===== src/rtl/lbp_pkg.sv =====
// Shared FSM type, neighbour bit positions and border helper for the raster LBP engine.
package lbp_pkg;

    typedef enum logic [1:0] {
        IDLE  = 2'd0,
        FETCH = 2'd1,
        FLUSH = 2'd2,
        DONE  = 2'd3
    } lbp_state_t;

    localparam int NB_TL = 0;
    localparam int NB_T  = 1;
    localparam int NB_TR = 2;
    localparam int NB_L  = 3;
    localparam int NB_R  = 4;
    localparam int NB_BL = 5;
    localparam int NB_B  = 6;
    localparam int NB_BR = 7;

    function automatic logic lbp_is_border(input int row, input int col, input int w, input int h);
        return (row == 0) || (row == h - 1) || (col == 0) || (col == w - 1);
    endfunction

endpackage


===== src/rtl/lbp_stream_if.sv =====
// Gray-memory read port and LBP result write port of lbp_stream; the engine is the master.
interface lbp_stream_if #(
    parameter int DW = 8,
    parameter int AW = 14
);
    logic          gray_ready;
    logic          gray_req;
    logic [AW-1:0] gray_addr;
    logic [DW-1:0] gray_data;
    logic          lbp_valid;
    logic [AW-1:0] lbp_addr;
    logic [7:0]    lbp_data;
    logic          finish;

    modport master (
        input  gray_ready, gray_data,
        output gray_req, gray_addr, lbp_valid, lbp_addr, lbp_data, finish
    );

    modport slave (
        output gray_ready, gray_data,
        input  gray_req, gray_addr, lbp_valid, lbp_addr, lbp_data, finish
    );
endinterface


===== src/rtl/lbp_line_buf.sv =====
// Circular delay line: dout is the sample pushed DEPTH shifts ago; one push/pop per shift.
module lbp_line_buf #(
    parameter int DEPTH = 128,
    parameter int WIDTH = 8
) (
    input  logic             clk,
    input  logic             reset,
    input  logic             shift,
    input  logic [WIDTH-1:0] din,
    output logic [WIDTH-1:0] dout
);
    localparam int PW = (DEPTH > 1) ? $clog2(DEPTH) : 1;
    localparam logic [PW-1:0] PTR_LAST = PW'(DEPTH - 1);

    logic [WIDTH-1:0] mem [DEPTH];
    logic [PW-1:0]    ptr;

    always_ff @(posedge clk or posedge reset) begin
        if (reset) begin
            ptr <= '0;
        end else if (shift) begin
            ptr <= (ptr == PTR_LAST) ? '0 : ptr + PW'(1);
        end
    end

    // Storage is never reset; rows read before being written only feed border centres.
    always_ff @(posedge clk) begin
        if (shift) begin
            mem[ptr] <= din;
        end
    end

    assign dout = mem[ptr];

endmodule


===== src/rtl/lbp_stream.sv =====
// Raster-streaming 3x3 LBP engine; define LBP_BORDER_WRITE_EN to also write border centres as 8'h00.
module lbp_stream
    import lbp_pkg::*;
#(
    parameter int IMG_W = 128,
    parameter int IMG_H = 128,
    parameter int DW    = 8,
    parameter int AW    = 14
) (
    input  logic         clk,
    input  logic         reset,
    lbp_stream_if.master bus
);
    localparam int            NPIX       = IMG_W * IMG_H;
    localparam logic [AW-1:0] LAST_ADDR  = AW'(NPIX - 1);
    localparam logic [AW-1:0] FILL_LEN   = AW'(IMG_W + 1);
    localparam logic [AW-1:0] FLUSH_LAST = AW'(IMG_W + 2);
    localparam logic [AW-1:0] COL_LAST   = AW'(IMG_W - 1);

    lbp_state_t    state, state_nxt;
    logic          req;
    logic [AW-1:0] addr_cnt;
    logic [AW-1:0] flush_cnt;

    always_ff @(posedge clk or posedge reset) begin
        if (reset) begin
            state <= IDLE;
        end else begin
            state <= state_nxt;
        end
    end

    always_comb begin
        state_nxt = state;
        req       = 1'b0;
        case (state)
            IDLE: begin
                if (bus.gray_ready) begin
                    state_nxt = FETCH;
                end
            end
            FETCH: begin
                req = 1'b1;
                if (addr_cnt == LAST_ADDR) begin
                    state_nxt = FLUSH;
                end
            end
            FLUSH: begin
                if (flush_cnt == FLUSH_LAST) begin
                    state_nxt = DONE;
                end
            end
            DONE: begin
                state_nxt = DONE;
            end
            default: begin
                state_nxt = IDLE;
            end
        endcase
    end

    always_ff @(posedge clk or posedge reset) begin
        if (reset) begin
            addr_cnt  <= '0;
            flush_cnt <= '0;
        end else begin
            if (state == FETCH && addr_cnt != LAST_ADDR) begin
                addr_cnt <= addr_cnt + AW'(1);
            end
            if (state == FLUSH) begin
                flush_cnt <= flush_cnt + AW'(1);
            end
        end
    end

    // ---- stage p0: pixel arrival, window/line-buffer update, code compute ----
    logic          vld_p0;
    logic          flush_adv;
    logic          adv_p0;
    logic [DW-1:0] pix_p0;
    logic [DW-1:0] mid_out;
    logic [DW-1:0] top_out;

    always_ff @(posedge clk or posedge reset) begin
        if (reset) begin
            vld_p0 <= 1'b0;
        end else begin
            vld_p0 <= req;
        end
    end

    // After the last real pixel, W+1 dummy steps push the trailing centres through the window.
    assign flush_adv = (state == FLUSH) && (flush_cnt != '0) && (flush_cnt <= FILL_LEN);
    assign adv_p0    = vld_p0 || flush_adv;
    assign pix_p0    = vld_p0 ? bus.gray_data : '0;

    lbp_line_buf #(.DEPTH(IMG_W), .WIDTH(DW)) u_lb_mid (
        .clk   (clk),
        .reset (reset),
        .shift (adv_p0),
        .din   (pix_p0),
        .dout  (mid_out)
    );

    lbp_line_buf #(.DEPTH(IMG_W), .WIDTH(DW)) u_lb_top (
        .clk   (clk),
        .reset (reset),
        .shift (adv_p0),
        .din   (mid_out),
        .dout  (top_out)
    );

    logic [DW-1:0] win  [3][3];
    logic [DW-1:0] wnxt [3][3];

    always_comb begin
        for (int r = 0; r < 3; r++) begin
            wnxt[r][0] = win[r][1];
            wnxt[r][1] = win[r][2];
        end
        wnxt[0][2] = top_out;
        wnxt[1][2] = mid_out;
        wnxt[2][2] = pix_p0;
    end

    always_ff @(posedge clk or posedge reset) begin
        if (reset) begin
            for (int r = 0; r < 3; r++) begin
                for (int c = 0; c < 3; c++) begin
                    win[r][c] <= '0;
                end
            end
        end else if (adv_p0) begin
            win <= wnxt;
        end
    end

    logic [7:0] code_p0;

    always_comb begin
        code_p0        = '0;
        code_p0[NB_TL] = (wnxt[0][0] >= wnxt[1][1]);
        code_p0[NB_T]  = (wnxt[0][1] >= wnxt[1][1]);
        code_p0[NB_TR] = (wnxt[0][2] >= wnxt[1][1]);
        code_p0[NB_L]  = (wnxt[1][0] >= wnxt[1][1]);
        code_p0[NB_R]  = (wnxt[1][2] >= wnxt[1][1]);
        code_p0[NB_BL] = (wnxt[2][0] >= wnxt[1][1]);
        code_p0[NB_B]  = (wnxt[2][1] >= wnxt[1][1]);
        code_p0[NB_BR] = (wnxt[2][2] >= wnxt[1][1]);
    end

    // Centre position tracked by counters; the first W+1 arrivals only fill the window.
    logic [AW-1:0] fill_cnt;
    logic [AW-1:0] caddr;
    logic [AW-1:0] crow;
    logic [AW-1:0] ccol;
    logic          centre_p0;
    logic          border_p0;
    logic          emit_p0;

    assign centre_p0 = adv_p0 && (fill_cnt == FILL_LEN);
    assign border_p0 = lbp_is_border(int'(crow), int'(ccol), IMG_W, IMG_H);

`ifdef LBP_BORDER_WRITE_EN
    assign emit_p0 = centre_p0;
`else
    assign emit_p0 = centre_p0 && !border_p0;
`endif

    always_ff @(posedge clk or posedge reset) begin
        if (reset) begin
            fill_cnt <= '0;
            caddr    <= '0;
            crow     <= '0;
            ccol     <= '0;
        end else begin
            if (adv_p0 && fill_cnt != FILL_LEN) begin
                fill_cnt <= fill_cnt + AW'(1);
            end
            if (centre_p0) begin
                caddr <= caddr + AW'(1);
                if (ccol == COL_LAST) begin
                    ccol <= '0;
                    crow <= crow + AW'(1);
                end else begin
                    ccol <= ccol + AW'(1);
                end
            end
        end
    end

    // ---- stage p1: registered result ----
    logic          vld_p1;
    logic [AW-1:0] addr_p1;
    logic [7:0]    data_p1;

    always_ff @(posedge clk or posedge reset) begin
        if (reset) begin
            vld_p1  <= 1'b0;
            addr_p1 <= '0;
            data_p1 <= '0;
        end else begin
            vld_p1 <= emit_p0;
            if (emit_p0) begin
                addr_p1 <= caddr;
                data_p1 <= border_p0 ? 8'h00 : code_p0;
            end
        end
    end

    assign bus.gray_req  = req;
    assign bus.gray_addr = addr_cnt;
    assign bus.lbp_valid = vld_p1;
    assign bus.lbp_addr  = addr_p1;
    assign bus.lbp_data  = data_p1;
    assign bus.finish    = (state == DONE);

endmodule


===== src/flat_wrapper.sv =====
// flat-port wrapper written by rule: the top's interface ports become plain ports
module lbp_stream_flat import lbp_pkg::*;
#(
    parameter int IMG_W = 128,
    parameter int IMG_H = 128,
    parameter int DW    = 8,
    parameter int AW    = 14
)
  (clk, reset, bus_gray_ready, bus_gray_data, bus_gray_req, bus_gray_addr, bus_lbp_valid, bus_lbp_addr, bus_lbp_data, bus_finish);
  lbp_stream_if #(.DW(DW), .AW(AW)) bus_i ();
  input  logic clk;
  input  logic reset;
  input wire logic [$bits(bus_i.gray_ready)-1:0] bus_gray_ready;
  input wire logic [$bits(bus_i.gray_data)-1:0] bus_gray_data;
  output wire logic [$bits(bus_i.gray_req)-1:0] bus_gray_req;
  output wire logic [$bits(bus_i.gray_addr)-1:0] bus_gray_addr;
  output wire logic [$bits(bus_i.lbp_valid)-1:0] bus_lbp_valid;
  output wire logic [$bits(bus_i.lbp_addr)-1:0] bus_lbp_addr;
  output wire logic [$bits(bus_i.lbp_data)-1:0] bus_lbp_data;
  output wire logic [$bits(bus_i.finish)-1:0] bus_finish;
  assign bus_i.gray_ready = bus_gray_ready;
  assign bus_i.gray_data = bus_gray_data;
  assign bus_gray_req = bus_i.gray_req;
  assign bus_gray_addr = bus_i.gray_addr;
  assign bus_lbp_valid = bus_i.lbp_valid;
  assign bus_lbp_addr = bus_i.lbp_addr;
  assign bus_lbp_data = bus_i.lbp_data;
  assign bus_finish = bus_i.finish;
  lbp_stream #(.IMG_W(IMG_W), .IMG_H(IMG_H), .DW(DW), .AW(AW)) u_core (.clk(clk), .reset(reset), .bus(bus_i));
endmodule

===== config.mk =====
export PLATFORM = sky130hd
export DESIGN_NAME = lbp_stream_flat
export DESIGN_NICKNAME = d
export VERILOG_FILES = /design/src/rtl/lbp_pkg.sv /design/src/rtl/lbp_stream_if.sv /design/src/rtl/lbp_line_buf.sv /design/src/rtl/lbp_stream.sv /design/src/flat_wrapper.sv
export SDC_FILE = /design/constraint.sdc
export NUM_CORES = 2
export LEC_CHECK = 0
export BUFFER_PORTS_ARGS = -buffer_cell sky130_fd_sc_hd__buf_2
export CAP_MARGIN = 20
export CORE_UTILIZATION = 50
export DETAILED_ROUTE_END_ITERATION = 10
export PLACE_DENSITY = 0.76
export SLEW_MARGIN = 20
export SYNTH_ARGS = -nofsm -noshare
export SYNTH_HDL_FRONTEND = slang
export SYNTH_SLANG_ARGS = --single-unit
export TNS_END_PERCENT = 30

===== constraint.sdc =====
create_clock -name clk -period 7.5 [get_ports clk]
set_input_delay 1.5 -clock clk [delete_from_list [all_inputs] [get_ports clk]]
set_output_delay 1.5 -clock clk [all_outputs]
set_load 0.05 [all_outputs]

== Yosys cells after proc, flatten, opt, wreduce, memory -nomap -nowiden ==
Memory sizes are Yosys's and may differ from the RTL's.
Index checks and enable logic that the tools add are counted.
Operators by class
  $lt $le $gt $ge: 9
  multiplexer cells: 12
  bitwise logic cells: 0
  eq/ne operators: 16
  shift-type cells: 0
  reduce and logical (&&, ||, !) cells: 17
  multiply operators: 0
  add/sub/neg operators: 8
  divide/modulo/power cells: 0
Operator list (count)
  $add 14x1->14 const B: 6
  $ge 8x8->1: 8
  $eq 14x8->1 const B: 4
  $logic_not 14->1: 2
  $mux 8: 2
  $add 7x1->7 const B: 2
  $eq 14x14->1 const B: 1
  $eq 14x7->1 const B: 1
  $eq 7x7->1 const B: 2
  $le 14x8->1 const B: 1
  $mux 14: 1
  $mux 7: 2
  $ne 14x14->1 const B: 1
  $ne 14x8->1 const B: 1
  $reduce_bool 14->1: 1
  $pmux 2 s4: 1
  $logic_and 1x1->1: 6
  $mux 2: 3
  $eq 2x2->1 const B: 2
  $logic_or 1x1->1: 4
  $ne 2x1->1 const B: 2
  $mux 1: 3
  $reduce_and 3->1: 1
  $eq 2x1->1 const B: 1
  4 further kinds: 4
Word-level totals
  input port bits: 11
  output and inout port bits: 39
  memory bits (read-only): 0
  memories: 2
  flip-flop bits (word level): 172
  bits in latches: 0
  bits in writable memories: 2048
  logic and storage cells: 83
Memory list
  u_core.u_lb_mid.mem: depth 128, width 8, rd ports 1, clocked after Yosys merged registers in 0, wr ports 1, RTL line lbp_line_buf.sv:15  | logic [WIDTH-1:0] mem [DEPTH];
  u_core.u_lb_top.mem: depth 128, width 8, rd ports 1, clocked after Yosys merged registers in 0, wr ports 1, RTL line lbp_line_buf.sv:15

== Longest topological paths before layout ==
  depth after elaboration: 6
  depth in mapped cells: 17
  gate-level depth less buffers: 13

== Modules after synthesis ==
A second synthesis with hierarchy kept.
Second synthesis, totals
  cell total of the unflattened synthesis: 4044
  area total of the unflattened synthesis: 87780.4 um^2
By module, submodules not included
  lbp_line_buf: cells an instance 1650, area an instance 39760.6 um^2, instances 2, sequential area each 30924.7 um^2
  lbp_stream: cells an instance 744, area an instance 8259.2 um^2, instances 1, sequential area each 3953.8 um^2

== Least setup slack after synthesis ==
OpenSTA, ideal clock, no wires.
  kind: reg2reg
  from: reg u_core.u_lb_mid.ptr[0]
  to: reg u_core.data_p1[4] (netlist: u_core.bus.lbp_data[4])
  period minus slack after synthesis: 4.680 ns
  buffers on the path: 3
  data required time: 7.373 ns
  cell stages (with the launch flop): 16
  setup slack: 2.820 ns
  setup time: 0.127 ns
  arrival: 4.552 ns
  cells stage by stage: dfrtp_1 -> clkbuf_1 -> clkbuf_1 -> buf_1 -> mux2i_1 -> o22ai_1 -> o21ai_0 -> a41oi_1 -> or4_1 -> ha_1 -> a21o_1 -> a21o_1 -> a21oi_1 -> o21ai_0 -> nand3_1 -> a31oi_1
Between the ends
  longest elaborated chain between the ends: 3
RTL lines
  start: declaration: RTL line lbp_line_buf.sv:16  | logic [PW-1:0] ptr;
  start signal: assignment: RTL line lbp_line_buf.sv:22  | ptr <= (ptr == PTR_LAST) ? '0 : ptr + PW'(1);
  $mem_v2 128x8
  net u_core.mid_out[1]: RTL line lbp_stream.sv:81  | logic [DW-1:0] mid_out;
  $ge 8x8->1: RTL line lbp_stream.sv:146  | code_p0[NB_R] = (wnxt[1][2] >= wnxt[1][1]);
  $mux 8: RTL line lbp_stream.sv:206  | data_p1 <= border_p0 ? 8'h00 : code_p0;
  end signal: assignment: RTL line lbp_stream.sv:206
  end: declaration: RTL line lbp_stream.sv:195  | logic [7:0] data_p1;
The timed path passes the listed nets, and every way through them passes these cells.
A chain may end at the register's enable or synchronous reset.

== Worst setup path in the final report ==
  from: reg u_core.u_lb_mid.ptr[0]
  to: mem u_core.u_lb_top.mem[57][6], data pin
Between the ends
  longest elaborated chain between the ends: 1
RTL lines (RTL line)
  $mem_v2 128x8
  net u_core.mid_out[6]: lbp_stream.sv:81
  end: declaration: lbp_line_buf.sv:15
The timed path passes the listed nets, and every way through them passes these cells.

==> results list <==
* Number of synthesized register bits: 2,220
- Critical path capture point type: flip-flop
- During synthesis, Yosys emitted a total of 0 warnings.
* DR vias: 48,078
- Along the worst path, the maximum fanout reaches 104.
- Number of flops mapped to enable cells by yosys: 2,048
- Data arrival time of the critical path: 5610 ps
- Number of pins exceeding their max-slew limit in the final report: 0
- By startpoint and endpoint, the worst setup path is classified as flip-flop to flip-flop.
- The worst register-to-register path ends at u_core.u_lb_top.mem[57][6]$_DFFE_PP_.
* PD cells: 413 nW/um2
- Remaining global-route overflow: 0
- Across the run, the number of max-cap violations was 0.
- For this design the top-level I/O count stands at 50.
- Critical Path Start: u_core.u_lb_mid.ptr[0]$_DFFE_PP0P_
* Nets in the synthesized netlist: 5,461
* Worst Clk Skew: 38.6 ps
- Buffer type at the clock tree root: sky130_fd_sc_hd__clkbuf_16
- Pleak: 0.0342 uW
* Fill cell count: 12,948
- At the end of the flow the core is filled with cells to 56.0%.
- Slew of the pin with the lowest slew margin: 1150 ps
* 1st-iter DRT viols: 5,909
- Worst vdd rail ir drop: 0.571 mV
* Layout net count: 5,492
- Entering global routing, the biggest net connects 136 pins.
* Number of input and output port buffers inserted: 49
- Counting cells, the worst reg-to-reg path comes to 8.
* Async set-or-reset flop fraction in the synthesized netlist: 7.75%
* Worst-case clock buffer depth: 3
* Post-cts repair resize count: 0
* Synthesis-to-layout area growth: 10.9%
* TritonCTS clock tree: built
- Number of cells produced by synthesis: 5,371
* CTS sink cnt: 2,220
- Based on the critical path, the design can be clocked at up to 193 MHz.
- Residual antenna-violating net count after detailed routing: 0
* Floorplan Core Area: 174,000 um2
* Required time worst endpoint: 7940 ps
* Worst skew pair latency: 830 ps
- Met2 track demand over resource: 34.1%
* Number of CTS-inserted buffers: 208
* Share of the synthesized area in the top cell type: 69.8%
- The via count of the first global-routing pass was 47,422.
* Relative slew slack: 23.4%
- Dividing the detail-routed wire length by the instance count gives 24.8 um.
- Area of the die: 178,000 um2
* Die outline height: 422 um
- Global route hottest layer: met2
* Die Span X: 422 um
* Total number of H-tree levels: 4
* CTS Hold Bufs: 0
* Mean area per synthesized cell: 16.4 um2
- Clock-pin transition on the worst setup and hold timing paths: 60 ps
- Synth unique cells: 47
* Antenna violations before repair: 1
- Most frequently used flop master after synthesis: sky130_fd_sc_hd__edfxtp_1
- Crit path launch type: flip-flop
- For this run, design rule violations remaining after detail routing come to 0.
- In the finished design, the share of the clock period the worst path needs comes to 68.9%.
- After synthesis, the cell types taking the most area are sky130_fd_sc_hd__edfxtp_1 70%, sky130_fd_sc_hd__mux2i_1 12%, sky130_fd_sc_hd__dfrtp_1 4.9%, sky130_fd_sc_hd__o22ai_1 3.6%, sky130_fd_sc_hd__o21ai_0 1.6%.
* Placed wire-length estimate: 113 mm
* Met1 GRT Util: 29.7%
- For this block, the routed nets add up to 196 mm of wire.
- Share of cells above drive strength 1: 8.88%
- Reg2reg setup slack: 2330 ps
* Global router's overall resource usage: 21.5%
- Post-Route Setup TNS: 0 ps
- Startpoint of the lowest-slack register-to-register path: u_core.u_lb_mid.ptr[0]$_DFFE_PP0P_
- Crit path capture: u_core.u_lb_top.mem[57][6]$_DFFE_PP_
* Area leader, netlist: sky130_fd_sc_hd__edfxtp_1
- Result of the run: finished clean
- The synthesized netlist occupies a cell area of 88,100 um2.
- The worst hold path belongs to the class flip-flop to flip-flop.
- The floorplan has 153 rows.
- Setup violations remaining at the end of the flow were counted as 0.
* Length of the first detailed-routing pass in iterations: 6
- In the global route stage, met3 resource usage came out at 3.76%.
- Antenna Cells: 0
- Cells on Worst Hold Path: 1
- Counting I/O delays and the setup requirement, the final critical path takes 5170 ps.
- Starting Density: 50.5%
- Final RePlAce weighted congestion: 0.860
* Register area share after synthesis: 74.7%
* Post-DR vias/cell: 6.09
- Count of buffers added by post-CTS timing repair for setup: 0
* Hold violation count in the final report: 0
- Setup repair after global routing missed its margin: no
* Wire length of the first global-routing pass: 295 mm
-- how the worst min path moves through the flow --
stage / startpoint / end / slack [ps]
global placement: u_core.flush_cnt[13]$_DFFE_PP0P_ / u_core.flush_cnt[13]$_DFFE_PP0P_ / 450
detailed placement: u_core.caddr[13]$_DFFE_PP0P_ / u_core.caddr[13]$_DFFE_PP0P_ / 460
global route: u_core.caddr[13]$_DFFE_PP0P_ / u_core.caddr[13]$_DFFE_PP0P_ / 480
CTS: u_core.caddr[13]$_DFFE_PP0P_ / u_core.caddr[13]$_DFFE_PP0P_ / 470
floorplan: u_core.flush_cnt[13]$_DFFE_PP0P_ / u_core.flush_cnt[13]$_DFFE_PP0P_ / 430
finish: u_core.caddr[13]$_DFFE_PP0P_ / u_core.caddr[13]$_DFFE_PP0P_ / 470
-- per-stage QoR --
step	cell area, um2	worst slack [ps]	total power, uW	std cells	hold WS, ps
5_1_grt	97700	2180	41700	7899	484
4_1_cts	97700	2410	40300	7899	467
2_1_floorplan	88100	1340	25400	5371	433
6_report	97700	2330	40400	7899	469
3_5_place_dp	90900	2410	29900	7517	455
3_3_place_gp	90900	2410	29500	7517	450
-- routing by layer --
| metal | routed length, um | part of all wire (%) |
|---|---|---|
| met2 | 93100 | 48 |
| met3 | 16600 | 8.5 |
| met5 | 13 | 0.0066 |
| met1 | 78600 | 40 |
| met4 | 7350 | 3.8 |
-- logic make-up (layout without fill, tap and decap cells) --
kind of cell             count (synthesis)  in the layout  share of synthesized area, %
buffers and inverters                  335            538                          1.56
multiplexers                          1038           1038                          11.9
flip-flops                            2220           2220                          74.7
AND/OR/NAND/NOR                        675            675                          3.41
XOR/XNOR                                83             83                         0.825
adder cells (fa/ha/maj)                 79             79                          1.12
AO/OA/AOI/OAI                          941            941                          6.50
-- where the power goes --
| part | switching, uW | total [uW] | leakage, uW | internal [uW] |
|---|---|---|---|---|
| Sequential | 418 | 17200 | 0.0208 | 16800 |
| Clock | 4540 | 10500 | 0.00334 | 5950 |
| Combinational | 9040 | 12600 | 0.0100 | 3580 |
-- cell usage after synthesis (2+ instances only) --
cell type and n:
sky130_fd_sc_hd__a21o_1 24, sky130_fd_sc_hd__nand2_2 7, sky130_fd_sc_hd__mux2i_1 1024, sky130_fd_sc_hd__o21ai_0 287, sky130_fd_sc_hd__a41oi_1 65, sky130_fd_sc_hd__nor3_1 11, sky130_fd_sc_hd__dfrtp_1 172, sky130_fd_sc_hd__and3_1 15
sky130_fd_sc_hd__buf_1 81, sky130_fd_sc_hd__xnor2_1 60, sky130_fd_sc_hd__mux2_4 13, sky130_fd_sc_hd__edfxtp_1 2048, sky130_fd_sc_hd__inv_1 29, sky130_fd_sc_hd__nor2b_1 16, sky130_fd_sc_hd__xor2_1 23, sky130_fd_sc_hd__nand2_1 155
sky130_fd_sc_hd__o22ai_1 512, sky130_fd_sc_hd__nand3_1 45, sky130_fd_sc_hd__or2_2 6, sky130_fd_sc_hd__nor4_1 11, sky130_fd_sc_hd__clkbuf_1 160, sky130_fd_sc_hd__buf_6 3, sky130_fd_sc_hd__or3_1 2, sky130_fd_sc_hd__nor2_1 327
sky130_fd_sc_hd__or4_1 16, sky130_fd_sc_hd__buf_4 6, sky130_fd_sc_hd__nand2b_1 20, sky130_fd_sc_hd__a31oi_1 13, sky130_fd_sc_hd__buf_2 56, sky130_fd_sc_hd__and2_1 15, sky130_fd_sc_hd__a21oi_1 34, sky130_fd_sc_hd__ha_1 79
sky130_fd_sc_hd__nand4_1 22
-- cells in the final DEF, fill, tap and decap left out, types with 9 or more instances in the layout --
master                         n
sky130_fd_sc_hd__o21ai_0     287
sky130_fd_sc_hd__a21o_1       24
sky130_fd_sc_hd__buf_4        64
sky130_fd_sc_hd__edfxtp_1   2048
sky130_fd_sc_hd__clkinv_2     42
sky130_fd_sc_hd__buf_12       14
sky130_fd_sc_hd__nand4_1      22
sky130_fd_sc_hd__nand2_1     153
sky130_fd_sc_hd__ha_1         79
sky130_fd_sc_hd__xor2_1       23
sky130_fd_sc_hd__a21oi_1      34
sky130_fd_sc_hd__or4_1         9
sky130_fd_sc_hd__clkbuf_1     40
sky130_fd_sc_hd__nor2_1      325
sky130_fd_sc_hd__dfrtp_1     170
sky130_fd_sc_hd__inv_1        26
sky130_fd_sc_hd__clkbuf_16   210
sky130_fd_sc_hd__mux2_4       13
sky130_fd_sc_hd__buf_2        49
sky130_fd_sc_hd__a31oi_1      13
sky130_fd_sc_hd__and3_1       15
sky130_fd_sc_hd__mux2i_1    1024
sky130_fd_sc_hd__a41oi_1      65
sky130_fd_sc_hd__nand2b_1     16
sky130_fd_sc_hd__nor4_1       10
sky130_fd_sc_hd__bufinv_16    22
sky130_fd_sc_hd__nor2b_1      12
sky130_fd_sc_hd__clkinv_1     41
sky130_fd_sc_hd__nor3_1       11
sky130_fd_sc_hd__nand3_1      45
sky130_fd_sc_hd__o22ai_1     512
sky130_fd_sc_hd__xnor2_1      60
-- critical path, stage by stage, from the launching register on --
cell	delay, ps
sky130_fd_sc_hd__dfrtp_4	1040
sky130_fd_sc_hd__buf_12	620
sky130_fd_sc_hd__mux2i_1	260
sky130_fd_sc_hd__o22ai_1	140
sky130_fd_sc_hd__o21ai_0	500
sky130_fd_sc_hd__a41oi_1	360
sky130_fd_sc_hd__or4_4	870
sky130_fd_sc_hd__buf_4	370
sky130_fd_sc_hd__buf_4	370
-- area by class of cell --
cell class	instances	area, um2	share of cell area, %
inverters	29	121	0.124
multi-input cells	2816	21000	21.5
clock inverters	128	1350	1.38
well taps	2325	2910	2.98
flip-flops and latches	2220	65800	67.4
repair buffers	127	1010	1.03
clock buffers	254	5460	5.59
-- state kept, by name, summed over array words and instances (netlist names) --
name	flops
u_core.vld_p0	1
u_core.crow	14
u_core.u_lb_mid.mem	1024
u_core.caddr	14
u_core.u_lb_mid.ptr	7
u_core.bus.lbp_valid	1
u_core.bus.lbp_addr	14
u_core.u_lb_top.mem	1024
u_core.state	2
u_core.flush_cnt	14
u_core.u_lb_top.ptr	7
u_core.win	48
u_core.ccol	14
u_core.fill_cnt	14
u_core.bus.lbp_data	8
u_core.bus.gray_addr	14
Power figures use the tool's default switching activity.
